--- config.mk ---
export PLATFORM = sky130hd
export DESIGN_NAME = rca_seq_nb
export DESIGN_NICKNAME = d
export VERILOG_FILES = /design/src/rtl/rca_seq_nb.sv
export SDC_FILE = /design/constraint.sdc
export NUM_CORES = 1
export LEC_CHECK = 0
export CAP_MARGIN = 20
export CORE_MARGIN = 10
export CORE_UTILIZATION = 40
export CTS_CLUSTER_SIZE = 12
export DETAILED_ROUTE_END_ITERATION = 16
export PLACE_DENSITY_LB_ADDON = 0.1
export RECOVER_POWER = 50
export SLEW_MARGIN = 20
export SYNTH_ARGS = -nofsm -noshare
export SYNTH_HDL_FRONTEND = slang
export SYNTH_SLANG_ARGS = --single-unit
--- constraint.sdc ---
create_clock -name clk -period 6.5 [get_ports clk]
set_input_delay 0.975 -clock clk [delete_from_list [all_inputs] [get_ports clk]]
set_output_delay 0.975 -clock clk [all_outputs]
set_load 0.03 [all_outputs]
--- src/rtl/rca_seq_nb.sv ---
// Sequential ripple-carry adder/subtractor: adds one k-bit digit per cycle, so the result lands n/k cycles after start.
// Start is ignored while busy. Results stay on sum/co/ovf until the next accepted start.
module rca_seq_nb #(
  parameter int n = 8,
  parameter int k = 4   // must divide n
) (
  input  logic         clk,
  input  logic         rst,
  input  logic         start,
  input  logic [n-1:0] a,
  input  logic [n-1:0] b,
  input  logic         cin,
  input  logic         sub,
  output logic         busy,
  output logic         done,
  output logic [n-1:0] sum,
  output logic         co,
  output logic         ovf
);

  localparam int D  = n / k;
  localparam int CW = (D > 1) ? $clog2(D) : 1;

  typedef enum logic [1:0] {IDLE, RUN, DONE} state_t;

  state_t          state_q, state_d;
  logic [n-1:0]    a_q, a_d;
  logic [n-1:0]    b_q, b_d;
  logic            carry_q, carry_d;
  logic [CW-1:0]   cnt_q, cnt_d;
  logic [n-1:0]    sum_q, sum_d;
  logic            co_q, co_d;
  logic            ovf_q, ovf_d;
  logic            busy_q, busy_d;
  logic            done_q, done_d;

  logic [k-1:0]    a_dig;
  logic [k-1:0]    b_dig;
  logic [k:0]      dsum;

  always_comb begin
    a_dig = '0;
    b_dig = '0;
    for (int i = 0; i < D; i++) begin
      if (cnt_q == CW'(i)) begin
        a_dig = a_q[i*k +: k];
        b_dig = b_q[i*k +: k];
      end
    end
  end

  assign dsum = {1'b0, a_dig} + {1'b0, b_dig} + {{k{1'b0}}, carry_q};

  always_comb begin
    state_d = state_q;
    a_d     = a_q;
    b_d     = b_q;
    carry_d = carry_q;
    cnt_d   = cnt_q;
    sum_d   = sum_q;
    co_d    = co_q;
    ovf_d   = ovf_q;
    if (start && (state_q != RUN)) begin
      // Subtraction is a + ~b with the carry-in inverted.
      a_d     = a;
      b_d     = sub ? ~b : b;
      carry_d = cin ^ sub;
      cnt_d   = '0;
      sum_d   = '0;
      co_d    = 1'b0;
      ovf_d   = 1'b0;
      state_d = RUN;
    end else begin
      case (state_q)
        RUN: begin
          for (int i = 0; i < D; i++) begin
            if (cnt_q == CW'(i)) sum_d[i*k +: k] = dsum[k-1:0];
          end
          carry_d = dsum[k];
          if (cnt_q == CW'(D - 1)) begin
            // Carry into the msb is recovered from the msb sum bit of the last digit.
            co_d    = dsum[k];
            ovf_d   = a_dig[k-1] ^ b_dig[k-1] ^ dsum[k-1] ^ dsum[k];
            state_d = DONE;
          end else begin
            cnt_d = cnt_q + CW'(1);
          end
        end
        DONE:    state_d = IDLE;
        default: state_d = state_q;
      endcase
    end
    busy_d = (state_d == RUN);
    done_d = (state_d == DONE);
  end

  always_ff @(posedge clk) begin
    if (rst) begin
      state_q <= IDLE;
      a_q     <= '0;
      b_q     <= '0;
      carry_q <= 1'b0;
      cnt_q   <= '0;
      sum_q   <= '0;
      co_q    <= 1'b0;
      ovf_q   <= 1'b0;
      busy_q  <= 1'b0;
      done_q  <= 1'b0;
    end else begin
      state_q <= state_d;
      a_q     <= a_d;
      b_q     <= b_d;
      carry_q <= carry_d;
      cnt_q   <= cnt_d;
      sum_q   <= sum_d;
      co_q    <= co_d;
      ovf_q   <= ovf_d;
      busy_q  <= busy_d;
      done_q  <= done_d;
    end
  end

  assign busy = busy_q;
  assign done = done_q;
  assign sum  = sum_q;
  assign co   = co_q;
  assign ovf  = ovf_q;

endmodule

## Word level (Yosys, flattened, before mapping)

Index checks and enable logic that the tools add are counted.

- Flip-flop bits (word level): 32
- Output and inout bits: 12
- Logic and storage cells: 39

- Add/sub/neg operators: 3
- Equal/unequal tests: 5
- Mux-type cells: 9
- Bitwise logic cells: 6
- Reduce and logical (&&, ||, !) cells: 5

Operators with widths:

| kind | number |
|---|---|
| 4-bit 2-to-1 mux | 2 |
| 8-bit 2-to-1 mux | 1 |
| 8-bit NOT | 1 |
| 4-bit by 4-bit adder with 5-bit output | 1 |
| 5-bit by 1-bit adder with 5-bit output | 1 |
| 2-bit by 1-bit == test with 1-bit output, second input constant | 2 |
| 2-bit == test, second input constant | 2 |
| 2-bit 2-to-1 mux | 2 |
| 2-bit one-hot mux with 2 select lines | 1 |
| 2-bit AND reduction | 2 |
| 1-bit bitwise XOR | 4 |
| 1-bit 2-to-1 mux | 3 |
| 2-bit by 1-bit != test with 1-bit output, second input constant | 1 |
| 2-bit nonzero test | 1 |
| 2-bit OR reduction | 1 |
| 1-bit adder, second input constant | 1 |
| 1-bit logical AND | 1 |
| 1-bit NOT | 1 |

## Longest topological paths before layout

Gate-level depths: netlist (run 1).

- Word-level depth: 5
- Depth in mapped cells: 9
- Gate-level depth less buffers: 8

## Worst setup path after synthesis (run 1)

OpenSTA, ideal clock, no wires.

- Path kind: register to register
- From: register cnt_q
- To: register ovf_q, in the netlist ovf
- Setup time: 70 ps
- Arrival time: 2033 ps
- Data required time: 6430 ps
- Path slack: 4397 ps
- Cell stages (with the launch flop): 10
- Buffers on the path: 1
- Cells stage by stage: dfxtp_1 -> buf_4 -> mux2_2 -> fa_1 -> inv_1 -> fa_1 -> nand2b_1 -> a21oi_1 -> xor2_1 -> a21oi_1

- Word-level cells in the longest chain between the ends: 5
- Elaborated cells on any way between the ends: 8
- Classes of those cells: 2 x add/sub; 2 x mux; 3 x bitwise; 1 x reduce/logical

Ends and longest elaborated chain:

| what | RTL line | text |
|---|---|---|
| start: declaration | 30 | `logic [CW-1:0] cnt_q, cnt_d;` |
| start signal: assignment | 114 | `cnt_q <= cnt_d;` |
| 4-bit 2-to-1 mux | 45 | `if (cnt_q == CW'(i)) begin` |
| 4-bit by 4-bit adder with 5-bit output | 52 | `assign dsum = {1'b0, a_dig} + {1'b0, b_dig} + {{k{1'b0}}, carry_q};` |
| 5-bit by 1-bit adder with 5-bit output | 52 |  |
| 1-bit bitwise XOR (2 in a row) | 83 | `ovf_d = a_dig[k-1] ^ b_dig[k-1] ^ dsum[k-1] ^ dsum[k];` |
| end signal: assignment | 117 | `ovf_q <= ovf_d;` |
| end: declaration | 33 | `logic ovf_q, ovf_d;` |

Several ways; a longest one is shown, not always the timed one.
A chain may end at the register's enable or synchronous reset.

## Worst setup path in the final report (run 1)

- From: input start
- To: register sum_q[7], in the netlist sum[7]

- Word-level cells in the longest chain between the ends: 2

Ends and longest elaborated chain:

| what | RTL line | text |
|---|---|---|
| start: declaration | 9 | `input logic start,` |
| 1-bit logical AND | 63 | `if (start && (state_q != RUN)) begin` |
| 2-bit OR reduction (no line) | - |  |
| end signal: assignment | 115 | `sum_q <= sum_d;` |
| end: declaration | 31 | `logic [n-1:0] sum_q, sum_d;` |

No other way between the ends.

==> results.py, run 1 <==
metrics = {
    "finish": {
        "count_of_inserted_antenna_diode_cells": 0,
        "fin_area_um2": 1960,
        "fill_cells": 362,
        "layout_cells_sized_above_1": 0.112,
        "area.growth.synth_to_final_pct": 27.5,
        "multi_input_comb_area_um2": 778,
        "stdcell_count": 244,
        "ff_latch_area_um2": 641,
        "num-nets-final": 222,
    },
    "floorplan": {
        "die_h_um": 81.9,
        "std_cell_rows": 22,
        "start_util": 0.416,
        "floorplan.die_area_um2": 6710,
        "floorplan.core_area_um2": 3690,
        "floorplan.die.width_um": 81.9,
        "floorplan.io_pins": 33,
    },
    "placed_design": {
        "dp_hpwl_um": 2490,
        "detailed_place.area_um2": 1840,
        "place.detailed.instances": 236,
        "placement.io_buffers": 32,
        "place_congestion": 0.807,
    },
    "setup_path": {
        "max_stage_delay_ns": 0.79,
        "timing_worst_setup_path_type": "in -> reg",
        "critical_path.top_delay_family": "buffers and inverters",
        "cp_max_fo": 25,
        "critical_path.endpoint_type": "flop",
        "critPathRequiredTime_ns": 6.66,
        "timing.critical_path.from_type": "input pin",
        "ff2ff_setup_slack_ns": 4.13,
        "number_of_buffers_and_inverters_on_the_critical_path": 2,
        "crit_chain": "dlygate4sd3_1 > nor2b_1 > clkbuf_1 > nor2_2 > nand3_1 > o31ai_1",
        "crit_path_top_delay_cell": "sky130_fd_sc_hd__clkbuf_1",
        "worstPathArrival_ns": 2.87,
    },
    "timing": {
        "fin_setup_tns_ns": 0,
        "rsz0062_at_grt": "false",
        "timing.final.crit_share": 0.416,
        "setup_violations": 0,
        "max_freq_mhz": 370,
        "final-max-slew-violation-count": 0,
        "final_critical_path_required_period_ns": 2.70,
        "final_hold_viol_count": 0,
        "finClkSkew_ns": 0.00475,
        "relSlewSlack": 0.291,
        "timing_worst_slew_pin_value_ns": 1.06,
    },
    "routing": {
        "drc": 0,
        "drt_pass1_iterations": 4,
        "dr_vias": 1147,
        "postRouteWirelength_um": 3150,
        "detail-route-antenna-nets": 0,
        "post_drt_wl_per_cell_um": 12.9,
        "drt-vias-per-instance": 4.70,
        "drt_iter0_drc": 33,
    },
    "global_routing": {
        "gr-usage-all-layers": 0.101,
        "initial_antenna_violation_count": 0,
        "globalRoute.totalOverflow": 0,
        "grt_pass1_vias": 1239,
        "grt_max_degree": 26,
        "grt_pass1_wl_um": 5390,
    },
    "logic_synthesis": {
        "async_reset_ff_frac": 0,
        "avgSynthCellArea_um2": 9.24,
        "synth-seq-cells": 32,
        "post_synth_edffs": 0,
        "yosysUniqueCellTypes": 32,
        "sequential_element_share_of_the_synthesized_area": 0.418,
        "synth.cell_area_um2": 1530,
        "net_count_after_synthesis": 193,
        "synth_cells": 166,
        "dominantRegCellSynth": "sky130_fd_sc_hd__dfxtp_1",
        "synth_warnings": 0,
    },
    "pwr": {
        "total_leakage_power_nw": 0.736,
        "finalPower_w": 0.000511,
        "vdd_drop_max_mv": 0.112,
        "power-per-cell-area_nw_per_um2": 261,
    },
    "outcome": {
        "result_of_the_run": "completed",
    },
    "run": {
        "drv.max_cap_violation_count": 0,
    },
    "cts": {
        "cts-htree-levels": 2,
        "clock-root-buffer": "sky130_fd_sc_hd__clkbuf_8",
        "post_cts_hold_buffer_count": 0,
        "clkSlewWorstSetupHoldPaths_ns": 0.07,
        "ctsLongestPathBuffers": 2,
        "cts_tree": "yes",
        "clk_latency_ns": 0.28,
        "cts_num_sinks": 32,
        "postCtsResizedCells": 0,
        "numCtsBuffers": 5,
        "cts.repair_timing.setup_buffer_count": 0,
    },
    "hold_path": {
        "holdCritPathClass": "reg -> reg",
    },
}
## metal layers
metal  vias to the layer above  track usage  routed length, µm
li1                        604            -                  -
met1                       514        0.109               1410
met2                        26        0.179               1500
met3                         3       0.0393                228
met4                         0       0.0255                 21
met5                         -            0                  0
## registers in the layout (all words and copies together) (netlist names)
signal   cells
state_q      2
cnt_q        1
done         1
busy         1
b_q          8
co           1
carry_q      1
sum          8
a_q          8
ovf          1
## power breakdown
part	internal, W	switching, W
sequential	0.000208	0.00000794
combinational	0.0000422	0.0000446
clock	0.000135	0.0000727
## through the flow
step | util | setup slack (ns) | hold slack [ns]
final | 0.530 | 3.80 | 0.459
after global routing | 0.530 | 3.50 | 0.490
after CTS | 0.534 | 4.10 | 0.459
after detailed placement | 0.499 | 4.07 | 0.450
after global placement | 0.499 | 4.06 | 0.451
after floorplan | - | 4.40 | 0.433
## cells by family (layout without fill, tap and decap cells)
logic type / Yosys count / count (layout) / share of synthesized area
AND/OR/NAND/NOR: 56 / 56 / 0.166
multiplexers: 10 / 10 / 0.0701
flip-flops: 32 / 32 / 0.418
adder cells (fa/ha/maj): 6 / 6 / 0.0587
AO/OA/AOI/OAI: 33 / 33 / 0.149
buffers and inverters: 17 / 47 / 0.0693
XOR/XNOR: 12 / 12 / 0.0685
## cells in the mapped netlist, types with 4 or more instances
library cell,n,area (µm²)
sky130_fd_sc_hd__a211oi_1,7,52.6
sky130_fd_sc_hd__a211oi_2,4,50.1
sky130_fd_sc_hd__a21oi_1,14,70.1
sky130_fd_sc_hd__buf_2,4,20.0
sky130_fd_sc_hd__buf_4,4,30.0
sky130_fd_sc_hd__dfxtp_1,32,641
sky130_fd_sc_hd__ha_1,4,50.1
sky130_fd_sc_hd__inv_1,5,18.8
sky130_fd_sc_hd__mux2_2,6,67.6
sky130_fd_sc_hd__mux2i_1,4,40.0
sky130_fd_sc_hd__nand2_1,20,75.1
sky130_fd_sc_hd__nor2_1,21,78.8
sky130_fd_sc_hd__xnor2_1,9,78.8
## cell usage in the layout (no fill, tap or decap), types with 2 or more instances in the layout
master and n:
sky130_fd_sc_hd__nor2b_1 2, sky130_fd_sc_hd__a211oi_2 3, sky130_fd_sc_hd__clkdlybuf4s50_1 31, sky130_fd_sc_hd__clkbuf_8 7, sky130_fd_sc_hd__inv_1 5, sky130_fd_sc_hd__mux2_2 6, sky130_fd_sc_hd__mux2i_1 4, sky130_fd_sc_hd__a211oi_1 8
sky130_fd_sc_hd__and3_1 2, sky130_fd_sc_hd__fa_1 2, sky130_fd_sc_hd__ha_1 4, sky130_fd_sc_hd__dfxtp_1 32, sky130_fd_sc_hd__xor2_1 3, sky130_fd_sc_hd__xnor2_1 9, sky130_fd_sc_hd__nor2_1 21, sky130_fd_sc_hd__nand3b_1 2
sky130_fd_sc_hd__and2_1 2, sky130_fd_sc_hd__o21ai_1 2, sky130_fd_sc_hd__nand2_1 20, sky130_fd_sc_hd__a21oi_1 15, sky130_fd_sc_hd__nand2b_1 3
## final timing paths
kind	startpoint	to	depth (start not counted)
worst max-delay path	start	sum[7]	6
worst min-delay path	a_q[5]	a_q[5]	2
worst max register to register	cnt_q	ovf	8
worst min register to register	a_q[5]	a_q[5]	2
## tightest hold or removal path, cell delays in order (launching register included)
cell	delay, ns
sky130_fd_sc_hd__dfxtp_1	0.31
sky130_fd_sc_hd__nand2_1	0.05
sky130_fd_sc_hd__a21oi_1	0.05
## layout make-up
cell class | instances | share of cell area
sequential | 32 | 0.328
multi-input combinational | 117 | 0.398
timing repair buffer | 34 | 0.170
clock inverter | 1 | 0.0154
inverter | 5 | 0.00960
clock buffer | 7 | 0.0493
tap | 48 | 0.0307
Power figures use the tool's default switching activity.
==> run 2, diff against run 1 <==
==> constraint.sdc (replaced) <==
create_clock -name clk -period 2.7 [get_ports clk]
set_input_delay 0.405 -clock clk [delete_from_list [all_inputs] [get_ports clk]]
set_output_delay 0.405 -clock clk [all_outputs]
set_load 0.03 [all_outputs]
==> results.py, run 2 (synthesis results as in run 1) <==
metrics = {
    "outcome": {
        "result_of_the_run": "completed",
    },
    "floorplan": {
        "floorplan.die.width_um": 81.9,
        "start_util": 0.416,
        "std_cell_rows": 22,
        "die_h_um": 81.9,
        "floorplan.core_area_um2": 3690,
        "floorplan.io_pins": 33,
        "floorplan.die_area_um2": 6710,
    },
    "finish": {
        "ff_latch_area_um2": 641,
        "num-nets-final": 224,
        "area.growth.synth_to_final_pct": 25.1,
        "fin_area_um2": 1920,
        "mostFrequentLayoutCell": "sky130_fd_sc_hd__dfxtp_1",
        "multi_input_comb_area_um2": 763,
        "count_of_inserted_antenna_diode_cells": 0,
        "mostFrequentLayoutCells": "sky130_fd_sc_hd__dfxtp_1 (32), sky130_fd_sc_hd__clkdlybuf4s50_1 (28), sky130_fd_sc_hd__nor2_1 (21)",
        "layout.core_utilization": 0.520,
        "fill_cells": 372,
        "layout_cells_sized_above_1": 0.0960,
    },
    "cts": {
        "ctsLongestPathBuffers": 2,
        "clkSlewWorstSetupHoldPaths_ns": 0.06,
        "postCtsResizedCells": 0,
        "cts_num_sinks": 32,
        "cts_tree": "yes",
        "clk_latency_ns": 0.28,
        "clock-root-buffer": "sky130_fd_sc_hd__clkbuf_8",
        "cts-htree-levels": 2,
        "numCtsBuffers": 5,
        "cts.repair_timing.setup_buffer_count": 0,
        "post_cts_hold_buffer_count": 0,
    },
    "placed_design": {
        "dp_hpwl_um": 2580,
        "detailed_place.area_um2": 1860,
        "placement.io_buffers": 32,
        "place_congestion": 0.810,
    },
    "pwr": {
        "total_leakage_power_nw": 0.733,
        "vdd_drop_max_mv": 0.270,
        "power-per-cell-area_nw_per_um2": 575,
    },
    "setup_path": {
        "r2r_end": "ovf",
        "worstPathArrival_ns": 2.39,
        "timing.rr.start": "cnt_q",
        "number_of_buffers_and_inverters_on_the_critical_path": 1,
        "critPathRequiredTime_ns": 2.87,
        "critical_path.endpoint_type": "flop",
        "timing.critical_path.from_type": "flop",
        "crit_path_top_delay_cell": "sky130_fd_sc_hd__dfxtp_1",
        "cp_max_fo": 8,
        "critical_path.top_delay_family": "adder cells",
        "worst_r2r_path_depth": 8,
        "max_stage_delay_ns": 0.50,
        "ff2ff_setup_slack_ns": 0.48,
        "crit_chain": "mux2_2 > fa_1 > inv_1 > fa_1 > nand2b_1 > a21oi_1 > xor2_1 > a21oi_1",
        "timing_worst_setup_path_type": "reg -> reg",
    },
    "global_routing": {
        "grt_pass1_vias": 1155,
        "grt_pass1_wl_um": 5440,
        "globalRoute.totalOverflow": 0,
        "gr-usage-all-layers": 0.105,
        "initial_antenna_violation_count": 0,
        "grt_max_degree": 21,
    },
    "hold_path": {
        "worst_hold_path_cells": 2,
        "startpoint_of_the_most_critical_hold_path": "a_q[7]",
        "min_to": "a_q[7]",
        "holdCritPathClass": "reg -> reg",
    },
    "routing": {
        "detail-route-antenna-nets": 0,
        "drc": 0,
        "post_drt_wl_per_cell_um": 13.3,
        "drt-vias-per-instance": 4.73,
        "dr_wl_met2_um": 1480,
        "dr_vias": 1163,
        "drt_iter0_drc": 28,
        "drt_pass1_iterations": 4,
        "routed_met1_length_um": 1510,
        "met3_wire_len_um": 247,
        "postRouteWirelength_um": 3280,
        "highest_layer": "met4",
    },
    "timing": {
        "max_freq_mhz": 450,
        "finClkSkew_ns": 0.00252,
        "fin_setup_tns_ns": 0,
        "final_critical_path_required_period_ns": 2.22,
        "final_hold_viol_count": 0,
        "setup_violations": 0,
        "timing.hold.ws_ns": 0.460,
        "timing.final.crit_share": 0.824,
        "final-max-slew-violation-count": 0,
        "timing_worst_slew_pin_value_ns": 0.521,
        "relSlewSlack": 0.653,
        "rsz0062_at_grt": "false",
    },
    "run": {
        "drv.max_cap_violation_count": 0,
    },
}
[run 2: how the worst max path moves through the flow]
stage	cells past startpoint	slack, ns	to	start
after floorplan	9	0.60	ovf	cnt_q
after global placement	8	0.51	ovf	cnt_q
final	8	0.48	ovf	cnt_q
after CTS	8	0.45	ovf	cnt_q
after detailed placement	8	0.46	ovf	cnt_q
after global routing	8	0.28	ovf	cnt_q
[run 2: layer usage]
metal | global-route usage | vias to the layer above
li1 | - | 611
met1 | 0.121 | 519
met2 | 0.170 | 28
met3 | 0.0469 | 5
met4 | 0.0357 | 0
met5 | 0 | -
[run 2: worst register-to-register path, stage by stage, from the launching register on]
cell,delay [ns]
sky130_fd_sc_hd__dfxtp_1,0.50
sky130_fd_sc_hd__mux2_2,0.23
sky130_fd_sc_hd__fa_1,0.20
sky130_fd_sc_hd__inv_1,0.06
sky130_fd_sc_hd__fa_1,0.39
sky130_fd_sc_hd__nand2b_1,0.16
sky130_fd_sc_hd__a21oi_1,0.31
sky130_fd_sc_hd__xor2_1,0.19
sky130_fd_sc_hd__a21oi_1,0.08
[run 2: final cells by class]
class,count,share of cell area
timing repair buffer,36,0.181
multi-input combinational,117,0.398
sequential,32,0.334
clock buffer,8,0.0469
tap,48,0.0313
inverter,5,0.00978
[run 2: metrics by stage]
step                total power [W]  setup WS (ns)  instances
detailed placement         0.000749          0.460        238
floorplan                  0.000683          0.597        166
finish                      0.00110          0.475        246
CTS                         0.00112          0.446        246
global route                0.00116          0.278        246
global placement           0.000743          0.509        238
[run 2: report_power, final]
group	internal (W)	switching (W)	total (W)
Clock	0.000208	0.000168	0.000375
Sequential	0.000501	0.0000169	0.000518
Combinational	0.000102	0.000109	0.000211
